--- src/rtl/mips_pkg.sv ---
// Shared MIPS datapath definitions: word width, multiply-unit FSM states, MULT/MULTU funct codes.
package mips_pkg;

  localparam int WIDTH = 32;

  localparam logic [5:0] FUNCT_MULT  = 6'h18;
  localparam logic [5:0] FUNCT_MULTU = 6'h19;

  typedef enum logic [1:0] {
    ST_IDLE = 2'd0,
    ST_RUN  = 2'd1,
    ST_NEG  = 2'd2,
    ST_DONE = 2'd3
  } mult_state_t;

endpackage

--- src/rtl/adder32bit.sv ---
// 32-bit ripple-carry adder with carry-in and carry-out, shared across the datapath.
module adder32bit (
  input  logic [31:0] a,
  input  logic [31:0] b,
  input  logic        ci,
  output logic [31:0] sum,
  output logic        cout
);

  logic carry;

  // NOTE: always_comb uses blocking '=' so the carry ripples bit to bit within one
  // evaluation; every output gets a value on every pass, so no latch is inferred.
  always_comb begin
    carry = ci;
    sum   = '0;
    for (int i = 0; i < 32; i++) begin
      sum[i] = a[i] ^ b[i] ^ carry;
      carry  = (a[i] & b[i]) | (carry & (a[i] ^ b[i]));
    end
    cout = carry;
  end

endmodule

--- src/rtl/mips_mult_unit.sv ---
// Iterative shift-add MULT/MULTU unit owning the HI/LO registers (MTHI/MTLO writes, MFHI/MFLO reads).
// Define MIPS_MULT_SIGNED_EN to build signed MULT support (NEG state and 64-bit negation).
module mips_mult_unit #(
  parameter int WIDTH = mips_pkg::WIDTH,
  parameter int CNT_W = $clog2(WIDTH) + 1
) (
  input  logic             clk,
  input  logic             rst_n,
  input  logic             start,
  input  logic             op_signed,
  input  logic [WIDTH-1:0] rs,
  input  logic [WIDTH-1:0] rt,
  input  logic             hi_we,
  input  logic             lo_we,
  input  logic [WIDTH-1:0] wdata,
  output logic             busy,
  output logic             done,
  output logic [WIDTH-1:0] hi,
  output logic [WIDTH-1:0] lo
);

  import mips_pkg::*;

  mult_state_t      state, state_next;
  logic [WIDTH-1:0] mcand, mplier, acc;
  logic [CNT_W-1:0] cnt;
  logic             launch, last_iter, run_to_done;

  logic [WIDTH-1:0] add_a, add_b, add_sum;
  logic             add_ci, add_cout;
  logic [WIDTH-1:0] acc_next, mplier_next, mcand_in, mplier_in;

  assign launch      = start && !busy;
  assign last_iter   = (cnt == CNT_W'(WIDTH - 1));
  assign acc_next    = {add_cout, add_sum[WIDTH-1:1]};
  assign mplier_next = {add_sum[0], mplier[WIDTH-1:1]};

  adder32bit u_adder (
    .a    (add_a),
    .b    (add_b),
    .ci   (add_ci),
    .sum  (add_sum),
    .cout (add_cout)
  );

`ifdef MIPS_MULT_SIGNED_EN
  logic             op_is_signed, op_neg;
  logic [WIDTH-1:0] hi_neg_sum;
  logic             hi_neg_cout_unused;

  // Magnitudes go through the unsigned datapath; 0x80000000 stays 0x80000000 as unsigned.
  assign mcand_in    = (op_signed && rs[WIDTH-1]) ? (~rs + 1'b1) : rs;
  assign mplier_in   = (op_signed && rt[WIDTH-1]) ? (~rt + 1'b1) : rt;
  assign run_to_done = last_iter && !op_is_signed;

  // Upper word of the 64-bit negate takes the carry out of the lower-word negate.
  adder32bit u_hi_neg (
    .a    (~acc),
    .b    ('0),
    .ci   (add_cout),
    .sum  (hi_neg_sum),
    .cout (hi_neg_cout_unused)
  );
`else
  logic unused_op_signed;

  assign unused_op_signed = op_signed;
  assign mcand_in         = rs;
  assign mplier_in        = rt;
  assign run_to_done      = last_iter;
`endif

  // The iteration adder doubles as the LO negator while in NEG.
  always_comb begin
    add_a  = acc;
    add_b  = mplier[0] ? mcand : '0;
    add_ci = 1'b0;
`ifdef MIPS_MULT_SIGNED_EN
    if (state == ST_NEG) begin
      add_a  = ~mplier;
      add_b  = '0;
      add_ci = 1'b1;
    end
`endif
  end

  always_comb begin
    state_next = state;
    busy       = 1'b0;
    done       = 1'b0;
    case (state)
      ST_IDLE: if (start) state_next = ST_RUN;
      ST_RUN: begin
        busy = 1'b1;
        if (run_to_done)    state_next = ST_DONE;
        else if (last_iter) state_next = ST_NEG;
      end
      ST_NEG: begin
        busy       = 1'b1;
        state_next = ST_DONE;
      end
      ST_DONE: begin
        done       = 1'b1;
        state_next = start ? ST_RUN : ST_IDLE;
      end
      default: state_next = ST_IDLE;
    endcase
  end

  // NOTE: sequential state uses non-blocking '<=' so every register samples pre-edge values.
  always_ff @(posedge clk or negedge rst_n) begin
    if (!rst_n) state <= ST_IDLE;
    else        state <= state_next;
  end

  always_ff @(posedge clk or negedge rst_n) begin
    if (!rst_n) begin
      mcand  <= '0;
      mplier <= '0;
      acc    <= '0;
      cnt    <= '0;
`ifdef MIPS_MULT_SIGNED_EN
      op_is_signed <= 1'b0;
      op_neg       <= 1'b0;
`endif
    end else if (launch) begin
      mcand  <= mcand_in;
      mplier <= mplier_in;
      acc    <= '0;
      cnt    <= '0;
`ifdef MIPS_MULT_SIGNED_EN
      op_is_signed <= op_signed;
      op_neg       <= op_signed && (rs[WIDTH-1] ^ rt[WIDTH-1]);
`endif
    end else if (state == ST_RUN) begin
      acc    <= acc_next;
      mplier <= mplier_next;
      cnt    <= cnt + CNT_W'(1);
    end
  end

  // HI/LO change only on an idle MTHI/MTLO strobe or on the completion edge.
  always_ff @(posedge clk or negedge rst_n) begin
    if (!rst_n) begin
      hi <= '0;
      lo <= '0;
    end else if (!busy) begin
      if (hi_we) hi <= wdata;
      if (lo_we) lo <= wdata;
    end else if (state == ST_RUN && run_to_done) begin
      hi <= acc_next;
      lo <= mplier_next;
    end
`ifdef MIPS_MULT_SIGNED_EN
    else if (state == ST_NEG) begin
      hi <= op_neg ? hi_neg_sum : acc;
      lo <= op_neg ? add_sum    : mplier;
    end
`endif
  end

endmodule

--- config.mk ---
export PLATFORM = sky130hd
export DESIGN_NAME = mips_mult_unit
export DESIGN_NICKNAME = d
export VERILOG_FILES = /design/src/rtl/mips_pkg.sv /design/src/rtl/adder32bit.sv /design/src/rtl/mips_mult_unit.sv
export SDC_FILE = /design/constraint.sdc
export NUM_CORES = 1
export LEC_CHECK = 0
export CAP_MARGIN = 5
export CORE_MARGIN = 2
export CORE_UTILIZATION = 57
export CTS_CLUSTER_SIZE = 25
export DETAILED_ROUTE_END_ITERATION = 8
export GPL_TIMING_DRIVEN = 0
export PLACE_DENSITY = 0.87
export SLEW_MARGIN = 15
export SYNTH_ARGS = -nofsm -noshare
export SYNTH_HDL_FRONTEND = slang
export SYNTH_SLANG_ARGS = --single-unit
--- constraint.sdc ---
create_clock -name clk -period 20.3 [get_ports clk]
set_clock_uncertainty 0.15 [all_clocks]
set_input_delay 5.075 -clock clk [delete_from_list [all_inputs] [get_ports clk]]
set_output_delay 5.075 -clock clk [all_outputs]
set_load 0.05 [all_outputs]
==> impl_metrics.tcl, run 1 <==
set metrics [dict create \
    outcome "complete, no violations" \
    ios 168 \
    synth_fa_ha_area_share_pct 8.044 \
    final_hold_viol_count 0 \
    drc 0 \
    core_area_um2 15030 \
    dr_total_vias 5783 \
    end_kind "flip-flop" \
    cp_max_fo 10 \
    setup_tns_ps 0 \
    initial_core_util_pct 57.53 \
    hpwlAfterDp_um 14700 \
    grt_pass1_vias 6322 \
    vdd_drop_max_v 0.0001246 \
    worstPathArrival_ps 15210 \
    seqCellArea_um2 4204 \
    ant_nets 0 \
    root_buffer "clkbuf_16" \
    clockBufferDepth 2 \
    crit_end "hi[30]" \
    post-route-cell-area_um2 11200 \
    synth_area_per_cell_um2 13.28 \
    place_ws_ps 5464 \
    pwr-share-seq_pct 26.6 \
    port_buffers 166 \
    finalWeightedCongestion 0.8660 \
    hp-class "reg -> reg" \
    firstDrtPassIters 4 \
    antenna_found_initial 0 \
    worstMarginPinSlew_ps 579.7 \
    synthesis.area_um2 8648 \
    yosysWarningCount 0 \
    whs_ps 350.0 \
    synth_nets 790 \
    drtIter0Drc 396 \
    total_power_w 0.002238 \
    reg2reg_slack_ps 5320 \
    clockPowerShare_pct 15.2 \
    grt_pass1_wl_um 33840 \
    power_frac_comb_pct 58.2 \
    p_leak_nw 5.019 \
    cap_violations 0 \
    intPower_w 0.001303 \
    cts_resized 0 \
    synth_edf_count 0 \
    synth_top_family_by_area "multiplexers" \
    grt_overflow_total 0 \
    relSlewSlack_pct 61.35 \
    drive_above_1_share_pct 26.24 \
    seq_area_frac_synth_pct 48.61 \
    async_flop_share_pct 100.0 \
    synthFlopType "dfrtp_1" \
    clk_latency_ps 440 \
    fill_cells 949 \
    power.density_nw_per_um2 199.9 \
    max_stage_delay_ps 490 \
    fmax_ghz 0.06674 \
    required_ps 20530 \
    start_kind "flip-flop" \
    netlist_instances 651 \
    area_growth_pct 29.46 \
    yosys.area_share.simple_pct 6.163 \
    synth_compound_area_share_pct 3.067 \
    finalSetupViolCount 0 \
    cts_tree "built" \
    reg2reg_to "hi[30]" \
    synth_xor_area_share_pct 0.4051 \
    critPathKind "reg -> reg" \
    path_clk_slew_ps 60 \
    cts_setup_buffers 0 \
    grt_max_degree 106 \
    detail_route.wl_per_cell_um 20.11 \
    ctsHtreeMaxLevel 4 \
    setup_ws_ps 5318 \
    vias_per_cell 5.571 \
    ys_types 28 \
    die_w_um 127.2 \
    die_h_um 127.2 \
    period_needed_ps 14980 \
    crit_slowest_cell "dfrtp_1" \
    placed_cell_area_um2 10580 \
    period_share_pct 73.81 \
    num_antenna_cells 0 \
    cts.sinks 168 \
    synth.mux.area_fraction_pct 29.21 \
    cts_buffers 17 \
    power_switching_w 0.0009346 \
    num_rows 45 \
    rsz0062_at_grt "false" \
    dieArea_um2 16170 \
    ff2ff_path_depth 41 \
    multi_input_area_um2 4055 \
    grt_usage_pct 27.49 \
    cpMostUsedCell "fa_1" \
    cts_hold_buf 0 \
    drv_slew 0 \
    worstSetupStartpoint "mplier[0]" \
    nets 976 \
    swShare_pct 41.76 \
    drt-total-wl_um 20880 \
    ys_ff_latch 168 \
    timing.rr.start "mplier[0]" \
]
[critical path, delay by kind of cell (launching register included)]
family                     cells  cell delay [ps]
and+or+nand+nor                1              240
muxes                          2              320
adders and majority gates     32            12960
DFF                            1              490
buffers and inverters          6              730
[synthesized netlist by cell type, types with 6 or more instances]
cell type	number	share of area (%)
buf_6	10	1.3
nand2_1	43	1.9
ha_1	6	0.87
mux2_4	30	5.2
nor2_1	37	1.6
o21ai_0	38	2.2
inv_1	22	0.95
clkbuf_1	7	0.30
dfrtp_1	168	49
fa_1	31	7.2
mux2i_1	69	8.0
and2_1	28	2.0
buf_2	17	0.98
mux2_2	123	16
[through the flow]
step,std cells,util [%]
6_report,1038,74.47
5_1_grt,1038,74.47
4_1_cts,1038,74.47
3_5_place_dp,1006,70.36
3_3_place_gp,1005,70.15
2_1_floorplan,651,-
[layout by cell type, fill, tap and decap left out, types with 2 or more instances in the layout]
cell             synthesis  layout
dfrtp_1                168     168
clkdlybuf4s50_1          0     165
mux2_2                 123     123
mux2i_1                 69      69
nand2_1                 43      43
o21ai_0                 38      38
nor2_1                  37      37
fa_1                    31      31
mux2_4                  30      30
and2_1                  28      28
inv_1                   22      22
buf_2                   17      17
clkbuf_16                0      17
buf_6                   10      10
clkbuf_1                 7       9
ha_1                     6       6
buf_4                    3       3
xor2_1                   3       3
buf_12                   3       3
clkbuf_8                 0       3
clkinv_4                 0       3
clkinvlp_4               0       3
bufinv_16                0       3
nand4_1                  2       2
o22ai_4                  2       2
[logic make-up (layout without fill, tap and decap cells)]
| kind of cell | Yosys count | in the layout |
|---|---|---|
| and+or+nand+nor | 114 | 114 |
| buffers and inverters | 62 | 261 |
| muxes | 222 | 222 |
| xor gates and xnor gates | 4 | 4 |
| DFF | 168 | 168 |
| AOI/OAI and AO/OA | 44 | 44 |
| adders and majority gates | 37 | 37 |
[layout make-up]
cell class	instances	area share [%]
Buffer	40	2.738
Clock buffer	22	4.236
Clock inverter	10	1.285
Inverter	22	0.7376
Multi-Input combinational cell	421	36.22
Sequential cell	168	37.55
Tap cell	188	2.101
Timing Repair Buffer	167	15.13
[worst min-delay path by stage]
stage / slack, ps / cells past startpoint / to / startpoint
final: 350 / 1 / mcand[12] / mcand[12]
after global placement: 330 / 1 / mcand[9] / mcand[9]
after CTS: 350 / 1 / mcand[21] / mcand[21]
after floorplan: 320 / 1 / mcand[0] / mcand[0]
after global routing: 370 / 1 / lo[24] / lo[24]
after detailed placement: 340 / 1 / mcand[21] / mcand[21]
[per-layer routing]
layer	wire length (µm)	GRT usage [%]	vias up
met5	0	0	-
met4	442	9.179	0
met3	1239	6.323	35
met2	10310	45.00	176
met1	8888	36.74	2974
li1	-	-	2598
[power by group through the flow]
| stage | Combinational [W] | Clock [W] | Sequential (W) |
|---|---|---|---|
| detailed placement | 0.00130 | 0 | 0.000598 |
| floorplan | 0.000726 | 0 | 0.000797 |
| CTS | 0.00131 | 0.000345 | 0.000596 |
| global route | 0.00138 | 0.000357 | 0.000615 |
| global placement | 0.00126 | 0 | 0.000589 |
| finish | 0.00130 | 0.000340 | 0.000596 |
[flip-flops by register name (all words and copies together), names as in the netlist]
signal and count:
acc 32, cnt 6, hi 32, lo 32, mcand 32, mplier 32
state 2
Note: power is estimated with default switching activity, not from simulation.
==> run 2, diff against run 1 <==
CORE_UTILIZATION = 52   (was 57)
PLACE_DENSITY = 0.8   (was 0.87)
clock period = 13.8 ns   (was 20.3 ns; I/O delays follow)
==> run 2 against run 1 <==
Combinational power rose by 47%. Setup slack got worse by 4900 ps. Critical endpoint unchanged. Global-route usage decreased by 2.9 points.
==> impl_metrics.tcl, run 2 (same netlist as run 1, synthesis figures left out) <==
set metrics [dict create \
    die_w_um 133.0 \
    core_area_um2 16410 \
    final_common_cell "dfrtp_1" \
    drv_slew 0 \
    dr_total_vias 5669 \
    port_buffers 166 \
    total_power_w 0.003352 \
    finalSetupViolCount 0 \
    final_hold_viol_count 0 \
    num_rows 47 \
    relSlewSlack_pct 58.44 \
    clk_latency_ps 420 \
    end_kind "flip-flop" \
    outcome "complete, no violations" \
    firstDrtPassIters 4 \
    grt_overflow_total 0 \
    area_growth_pct 31.71 \
    cts.sinks 168 \
    required_ps 14010 \
    cpMostUsedCell "fa_2" \
    cp_top_family "adder cells" \
    vias_per_cell 5.293 \
    dieArea_um2 17680 \
    power.density_nw_per_um2 294.3 \
    drtIter0Drc 225 \
    hp-class "reg -> reg" \
    detail_route.wl_per_cell_um 19.21 \
    clockBufferDepth 2 \
    drive_above_1_share_pct 29.14 \
    p_leak_nw 5.034 \
    final_util_pct 69.43 \
    period_needed_ps 13380 \
    finalWeightedCongestion 0.8107 \
    drc 0 \
    path_clk_slew_ps 60 \
    layout_common_cells "dfrtp_1 (167), clkdlybuf4s50_1 (165), mux2_2 (123)" \
    initial_core_util_pct 52.71 \
    final_cells 1071 \
    antenna_found_initial 1 \
    crit_buf_inv 6 \
    max_stage_delay_ps 440 \
    ctsHtreeMaxLevel 4 \
    dp.cells 1038 \
    grt_pass1_vias 6207 \
    worstPathArrival_ps 13600 \
    root_buffer "clkbuf_16" \
    crit_slowest_cell "fa_1" \
    cp_max_fo 10 \
    die_h_um 133.0 \
    cts_tree "built" \
    grt_pass1_wl_um 33350 \
    hpwlAfterDp_um 14740 \
    nets 977 \
    cap_violations 0 \
    critPathKind "reg -> reg" \
    grt_usage_pct 24.57 \
    worstMarginPinSlew_ps 623.3 \
    ant_nets 0 \
    vdd_drop_max_v 0.0001559 \
    num_antenna_cells 0 \
    fmax_ghz 0.07472 \
    period_share_pct 96.98 \
    ios 168 \
    reg2reg_slack_ps 420 \
    cts_buffers 17 \
    grt_max_degree 98 \
    start_kind "flip-flop" \
    drt-total-wl_um 20580 \
]
==> run 2: final timing paths <==
kind	from	end	cells after the start
setup / recovery	mplier[0]	hi[30]	41
hold / removal	mcand[11]	mcand[11]	1
setup reg to reg	mplier[0]	hi[30]	41
hold reg to reg	mcand[11]	mcand[11]	1
max in group asynchronous	rst_n	hi[16]	2
min in group asynchronous	rst_n	lo[29]	1
==> run 2: what timing repair did <==
action	CTS	global route
cloned	0	0
hold buffers	0	0
buffers inserted	1	0
endpoints found under the setup margin	9	5
resized for setup	17	7
==> run 2: stage by stage <==
step,hold WS (ps),instance area [µm²],setup TNS (ps),worst slack [ps]
2_1_floorplan,322.7,8650,0,6.096
3_3_place_gp,330.6,10590,-3852,-801.2
3_5_place_dp,338.6,10620,-5604,-986.1
4_1_cts,352.2,11370,0,6.553
5_1_grt,367.4,11390,-13.66,-13.66
6_report,347.3,11390,0,416.7
==> run 2: cell type report <==
type	count	area, µm²
plain buffers	40	316.6
inverters	22	82.58
clock inverters	12	245.2
multi-input cells	421	4108
clock buffers	20	456.7
fillers	1109	5016
repair buffers	168	1702
well taps	220	275.3
flip-flops and latches	168	4205
==> run 2: power breakdown <==
part	internal, W	switching (W)	leakage, nW	total, W
combinational	0.000899	0.00101	2.62	0.00191
clock	0.000367	0.000194	0.340	0.000562
sequential	0.000728	0.000151	2.07	0.000879
total	0.00199	0.00136	5.03	0.00335
==> run 2: routing by layer <==
| layer | up-vias | GRT usage, % | routed length [µm] |
|---|---|---|---|
| li1 | 2599 | - | - |
| met1 | 2860 | 33.03 | 8938 |
| met2 | 182 | 39.52 | 10020 |
| met3 | 28 | 6.360 | 1209 |
| met4 | 0 | 7.527 | 408 |
| met5 | - | 0 | 0 |
